[src/rtl/reg_write_ctrl.sv]
// 8-word byte-masked register file with single-beat and burst write sequencing.
// Writes land at the sampling edge (0-cycle latency); we high mid-burst aborts it, no stall path.
module reg_write_ctrl #(
   parameter int WIDTH = 32,
   parameter int DEPTH = 8
) (
   input  logic                         clk,
   input  logic                         rst,
   input  logic                         we,
   input  logic [2:0]                   add_wr,
   input  logic [WIDTH-1:0]             wd,
   input  logic [WIDTH/8-1:0]           be,
   input  logic [2:0]                   burst_len,
   output logic [DEPTH-1:0][WIDTH-1:0]  REG,
   output logic                         busy,
   output logic                         wr_done,
   output logic                         err
);

   typedef enum logic {IDLE, BURST} state_t;

   state_t     state, state_d;
   logic [2:0] cnt, cnt_d;
   logic [2:0] addr, addr_d;
   logic       busy_d, done_d, err_d;
   logic       wr_en;
   logic [2:0] wr_addr;

   always_comb begin
      state_d = state;
      cnt_d   = cnt;
      addr_d  = addr;
      busy_d  = 1'b0;
      done_d  = 1'b0;
      err_d   = 1'b0;
      wr_en   = 1'b0;
      wr_addr = add_wr;
      case (state)
         IDLE: begin
            if (!we) begin
               wr_en   = 1'b1;
               wr_addr = add_wr;
               if (burst_len == 3'd0) begin
                  done_d = 1'b1;
               end else begin
                  state_d = BURST;
                  cnt_d   = burst_len;
                  addr_d  = add_wr + 3'd1;
                  busy_d  = 1'b1;
               end
            end
         end
         BURST: begin
            // add_wr and burst_len are ignored here; the latched address and count drive the beat
            if (!we) begin
               wr_en   = 1'b1;
               wr_addr = addr;
               addr_d  = addr + 3'd1;
               cnt_d   = cnt - 3'd1;
               if (cnt == 3'd1) begin
                  state_d = IDLE;
                  done_d  = 1'b1;
               end else begin
                  busy_d  = 1'b1;
               end
            end else begin
               state_d = IDLE;
               err_d   = 1'b1;
            end
         end
         default: state_d = IDLE;
      endcase
   end

   always_ff @(posedge clk) begin
      if (rst) begin
         state   <= IDLE;
         cnt     <= 3'd0;
         addr    <= 3'd0;
         busy    <= 1'b0;
         wr_done <= 1'b0;
         err     <= 1'b0;
      end else begin
         state   <= state_d;
         cnt     <= cnt_d;
         addr    <= addr_d;
         busy    <= busy_d;
         wr_done <= done_d;
         err     <= err_d;
      end
   end

   always_ff @(posedge clk) begin
      if (rst) begin
         REG <= '0;
      end else if (wr_en) begin
         for (int i = 0; i < WIDTH/8; i++) begin
            if (be[i]) REG[wr_addr][8*i +: 8] <= wd[8*i +: 8];
         end
      end
   end

endmodule

[config.mk]
export PLATFORM = sky130hd
export DESIGN_NAME = reg_write_ctrl
export DESIGN_NICKNAME = d
export VERILOG_FILES = /design/src/rtl/reg_write_ctrl.sv
export SDC_FILE = /design/constraint.sdc
export NUM_CORES = 1
export LEC_CHECK = 0
export BUFFER_PORTS_ARGS = -buffer_cell sky130_fd_sc_hd__buf_2
export CAP_MARGIN = 20
export CORE_UTILIZATION = 52
export CTS_CLUSTER_SIZE = 8
export DETAILED_ROUTE_END_ITERATION = 8
export PLACE_DENSITY = 0.8
export SLEW_MARGIN = 20
export SYNTH_ARGS = -nofsm -noshare
export SYNTH_HDL_FRONTEND = slang
export SYNTH_SLANG_ARGS = --single-unit
export TNS_END_PERCENT = 50
[constraint.sdc]
create_clock -name clk -period 2.7 [get_ports clk]
set_input_delay 0.27 -clock clk [delete_from_list [all_inputs] [get_ports clk]]
set_output_delay 0.27 -clock clk [all_outputs]
set_load 0.005 [all_outputs]
==> run metrics, run 1 <==
status=finished, final reports clean; post-route cell area=13,300 um^2; crit path max fanout=15; aggregate routed wire length=28,000 um; worst-margin pin slew=0.942 ns; crit path kind=reg -> reg; Sink Count=265; GP Congestion=0.809; gr usage total=0.265; crit start category=flip-flop; pre-CTS WS=0.272 ns; most frequent cell after synthesis=nand2_1; CTS resizes=0; final-report setup violation count=0; ys flop type=dfxtp_1; count of final hold-check violations=0; # IOs=304; placed cell areas=12,300 um^2; Clock Skews=0.0151 ns; WP data arrival=2.61 ns; Leakage=0.00739 uW; Post-synth EDFFs=0; post-synthesis cell area=10,500 um^2; Initial Utilization=0.535; initial antenna violation count=2; Die ar.=20,700 um^2; Post-Syn Area per Cell=10.9 um^2; Via density=5.35; post-route ant nets=0; Mapped Cells=965; Routed wire per std cell=18.2 um; Num CTS Buffers=39; final setup TNS=0 ns; top cells by count, synth=nand2_1, dfxtp_1, mux2i_1; share of post-route cells with drive strength above 1=0.322; Rows=51; sequential fraction of the synthesis area=0.506; total of max-cap violations=0; Yosys top cell area share=0.506; Post-DP HPWL=19,100 um; DR vias=8,249; Power Density=662 nW/um^2; reg2reg setup slack=0.51 ns; Critical Path Sink Type=flip-flop; first-pass GRT wire length=42,600 um; VDD IR max=436 uV; Worst-path clk slew=0.05 ns; Starting DRT DRC Count=435; GRT overflow=0; overall power=8820 uW; die width=144 um; distinct cell type count after synthesis=44; setup ws final=0.510 ns; CTS Buffer Depth=3; largest net degree at the start of global routing=90; CTS root buf=clkbuf_16; Layout Area Growth over Synthesis=27.1%; Final Cycle Share=0.811; minimum clock period=2.19 ns; Ys Warns=0; Die Ht=144 um; Core Box Area=19,600 um^2; RSZ-0062 raised after global routing=no; Yosys reg bits=265; CTS tree=yes; # Post-CTS Setup Buffers=0; Residual DRC=0; ys async rst share=0; top post-synthesis cells by area=dfxtp_1, mux2i_1, nand2_1; Total Nets Final=1,321; relative slew slack=0.371; maximum clock frequency=457 MHz; Syn Nets=1,013; worst skew pair latency=0.50 ns; Initial DRT Pass Iterations=5; Final Max Slew Viols=0; H-tree levels=2; vias in the first global route=7,980; critical path data required time=3.12 ns; Hold-fix buffers, CTS=0; Hold WC Path Type=in -> reg; # port buffers=303; Synth area leader=dfxtp_1
routing by layer:
layer / routed length [um] / GRT usage / up-vias / part of all wire
li1: - / - / 3924 / -
met1: 12300 / 0.335 / 3961 / 0.44
met2: 13000 / 0.428 / 290 / 0.46
met3: 1680 / 0.0593 / 72 / 0.060
met4: 1070 / 0.127 / 2 / 0.038
met5: 13 / 0 / - / 0.00046
final cells by class:
cell class | instances | area (um^2)
Fill cell | 1534 | 6260
Sequential cell | 265 | 5310
Multi-Input combinational cell | 635 | 4920
Timing Repair Buffer | 326 | 1700
Clock buffer | 42 | 1030
Tap cell | 265 | 332
Inverter | 6 | 30.0
Clock inverter | 1 | 8.76
Antenna cell | 2 | 5.00
worst paths after layout:
kind / endpoint / cells after the start / start
min: cnt[1] / 2 / rst
max: REG[163] / 4 / state
max reg2reg: REG[163] / 4 / state
min reg2reg: REG[227] / 2 / REG[227]
where the power goes:
group          switching, uW  internal (uW)  leakage, uW  total [uW]
Sequential              43.1           3990      0.00214        4030
Combinational            378            202      0.00474         580
Clock                   1560           2650     0.000511        4210
per-stage QoR:
step,util,hold slack (ns),cells
after floorplan,-,0.451,965
after global placement,0.626,0.441,1497
after detailed placement,0.626,0.449,1497
after CTS,0.680,0.115,1540
after global routing,0.680,0.137,1541
final,0.680,0.142,1542
critical path, cell delays in order (launching register included):
cell	delay (ns)
dfxtp_1	0.66
nor2b_1	0.27
buf_4	0.26
a32oi_2	0.65
mux2i_1	0.26
cell families (layout without fill, tap and decap cells):
logic type	count (synthesis)	after routing	synth area share
buf+inv	65	375	0.0279
mux	257	257	0.245
simple gates	324	324	0.129
flops	265	265	0.506
other cells	0	2	0
fa+ha+maj	3	3	0.00358
compound gates	51	51	0.0885
sequential cells by signal, indices dropped and copies added (netlist names):
register	flops
cnt	3
wr_done	1
err	1
state	1
addr	3
REG	256
layout by cell type, fill, tap and decap left out, types with 2 or more instances in the layout:
cell / netlist / layout
inv_1: 6 / 5
dfxtp_1: 265 / 265
clkbuf_16: 0 / 41
mux2i_1: 256 / 256
nor2_1: 3 / 3
nor2_2: 2 / 2
nor4bb_2: 0 / 2
ha_1: 3 / 3
buf_4: 2 / 22
nor2b_1: 5 / 4
a32oi_2: 8 / 8
nor3_1: 2 / 2
buf_2: 10 / 303
nand2b_1: 2 / 2
a21oi_1: 3 / 3
diode_2: 0 / 2
nor4bb_1: 4 / 2
o21ai_0: 4 / 4
nand2_1: 291 / 291
and4b_1: 4 / 4
a32oi_4: 24 / 24
nor3b_2: 0 / 2
or4_1: 2 / 2
No activity file was read; power rests on OpenSTA's default activity.
==> run 2, diff against run 1 <==
==> constraint.sdc (replaced) <==
create_clock -name clk -period 2.05 [get_ports clk]
set_input_delay 0.205 -clock clk [delete_from_list [all_inputs] [get_ports clk]]
set_output_delay 0.205 -clock clk [all_outputs]
set_load 0.005 [all_outputs]
==> run 2 against run 1 <==
  * Power up 32%
  * Critical path depth down 1
  * Non-clock buffer count up 13
  * Routed wire length up 1.6%
  * Flip-flop and latch count unchanged
  * Clock-buffer cell count unchanged
  * Maximum frequency up 12%
  * Cell area up 0.98%
  * Sequential share of layout area down 0.38 points
  * Utilization up 0.66 points
  * Clock skew down 0.0016 ns
  * Clock power up 32%
  * Critical endpoint is now REG[37]
  * Highest routed layer is now met4
==> run metrics, run 2 (synthesis gave the netlist of run 1 again) <==
status=finished, final reports clean; Inst Count DP=1,510 (+0.87%); count of final hold-check violations=0 (unchanged); Slowest Stage Delay on Critical Path=0.72 ns (+0.06 ns); Worst-path clk slew=0.05 ns (about the same); Crit-path slowest cell=nor3b_4; CP top delay family=simple AND/OR/NAND/NOR gates; crit path max fanout=8 (-7); Final Cycle Share=0.953 (+0.142); final-report setup violation count=0 (unchanged); overall power=11,700 uW (+32%); Starting DRT DRC Count=315 (-28%); Total Nets Final=1,334 (+0.98%); # port buffers=303 (unchanged); CTS Buffer Depth=3 (unchanged); Top Registers=REG x256, addr x3, cnt x3; Residual DRC=0 (unchanged); Layout Area Growth over Synthesis=28.3%; total of max-cap violations=0 (unchanged); Largest register FFs=256 (unchanged); crit path kind=reg -> reg; DR vias=8,314 (+0.79%); GRT overflow=0 (unchanged); GP Congestion=0.827 (+2.1%); VDD IR max=555 uV (+27%); Post-Route Utilization=0.687 (+0.00664); Rows=51 (unchanged); initial antenna violation count=2 (unchanged); Initial Utilization=0.535 (unchanged); CP cell instances=nor3b_4 > a32oi_2 > mux2i_1; Non-Filler Instances=1,556 (+0.91%); commonest non-fill, non-tap cell in the layout=buf_2; WP data arrival=2.30 ns (-0.31 ns); # IOs=304 (unchanged); CTS tree=yes; worst skew pair latency=0.50 ns (about the same); first-pass GRT wire length=43,500 um (+2.1%); Critical Path Sink Type=flip-flop; Clock Skews=0.0135 ns (-0.00157 ns); gr usage total=0.270 (+0.00512); aggregate routed wire length=28,500 um (+1.6%); relative slew slack=0.238 (-0.133); minimum clock period=1.95 ns (-0.236 ns); Sink Count=265 (unchanged); maximum clock frequency=512 MHz (+12%); # Post-CTS Setup Buffers=0 (unchanged); Post-DP HPWL=19,700 um (+3.5%); Num CTS Buffers=39 (unchanged); smallest hold slack=0.0604 ns (-0.0815 ns); Initial DRT Pass Iterations=5 (unchanged); Top reg by flops=REG; Power Density=867 nW/um^2 (+31%); H-tree levels=2 (unchanged); crit start category=flip-flop; reg2reg setup slack=0.1 ns (-0.41 ns); Core Box Area=19,600 um^2 (unchanged); WP buf/inv=0 (-1); share of post-route cells with drive strength above 1=0.332 (+0.00995); die width=144 um (unchanged); Die ar.=20,700 um^2 (unchanged); RSZ-0062 raised after global routing=no; worst-margin pin slew=1.14 ns (+0.195 ns); vias in the first global route=8,184 (+2.6%); Routed wire per std cell=18.3 um (+0.68%); Hold WC Path Type=in -> reg; most frequent cells in the layout=buf_2, nand2_1, dfxtp_1; critical path data required time=2.40 ns (-0.72 ns); Via density=5.34 (-0.12%); post-route ant nets=0 (unchanged); Final Max Slew Viols=0 (unchanged); CTS root buf=clkbuf_16; largest net degree at the start of global routing=62 (-31%); Die Ht=144 um (unchanged); Leakage=0.00745 uW (+0.87%)
run 2: changes by cell type in the layout (fill, tap and decap cells not counted):
cell and delta:
nor3b_4 +1, dfxtp_2 +1, nor3b_2 -1, a32oi_4 +1
nor2b_1 -3, dfxtp_1 -1, nor2b_2 +3, diode_2 +1
a32oi_2 -1, buf_6 +1, buf_4 +12
run 2: power by group:
part / leakage (uW) / internal [uW] / switching, uW
Clock: 0.000511 / 3490 / 2080
Combinational: 0.00480 / 288 / 512
Sequential: 0.00214 / 5250 / 53.2
Total: 0.00745 / 9030 / 2640
run 2: path summary, 6_finish.rpt:
check,start,endpoint,cells after the start
setup / recovery,state,REG[37],3
hold / removal,rst,addr[0],2
setup reg to reg,state,REG[37],3
hold reg to reg,REG[204],REG[204],2
run 2: timing repair:
| item | CTS | global route |
|---|---|---|
| gates cloned | 0 | 0 |
| endpoints found under the setup margin | 65 | 96 |
| hold buffers | 0 | 0 |
| pin swaps | 0 | 2 |
| gates resized for setup | 3 | 5 |
run 2: layout make-up:
class                           instances  area, um^2
Fill cell                            1492        6130
Sequential cell                       265        5310
Multi-Input combinational cell        635        4940
Timing Repair Buffer                  339        1800
Clock buffer                           42        1030
Tap cell                              265         332
Inverter                                6        30.0
Clock inverter                          1        8.76
Antenna cell                            3        7.51
run 2: metrics by stage:
stage,worst slack (ns),area [um^2],TNS [ns]
after floorplan,0.0155,10500,0
after global placement,-0.255,12400,-12.02
after detailed placement,-0.242,12400,-11.42
after CTS,0.00834,13400,0
after global routing,0.00580,13500,0
final,0.0962,13500,0
run 2: per-layer routing:
metal | vias to the layer above | wire (um) | track usage | part of all wire
li1 | 3948 | - | - | -
met4 | 0 | 1220 | 0.142 | 0.043
met3 | 80 | 1760 | 0.0649 | 0.062
met2 | 303 | 13500 | 0.434 | 0.47
met1 | 3983 | 12000 | 0.335 | 0.42
met5 | - | 0 | 0 | 0
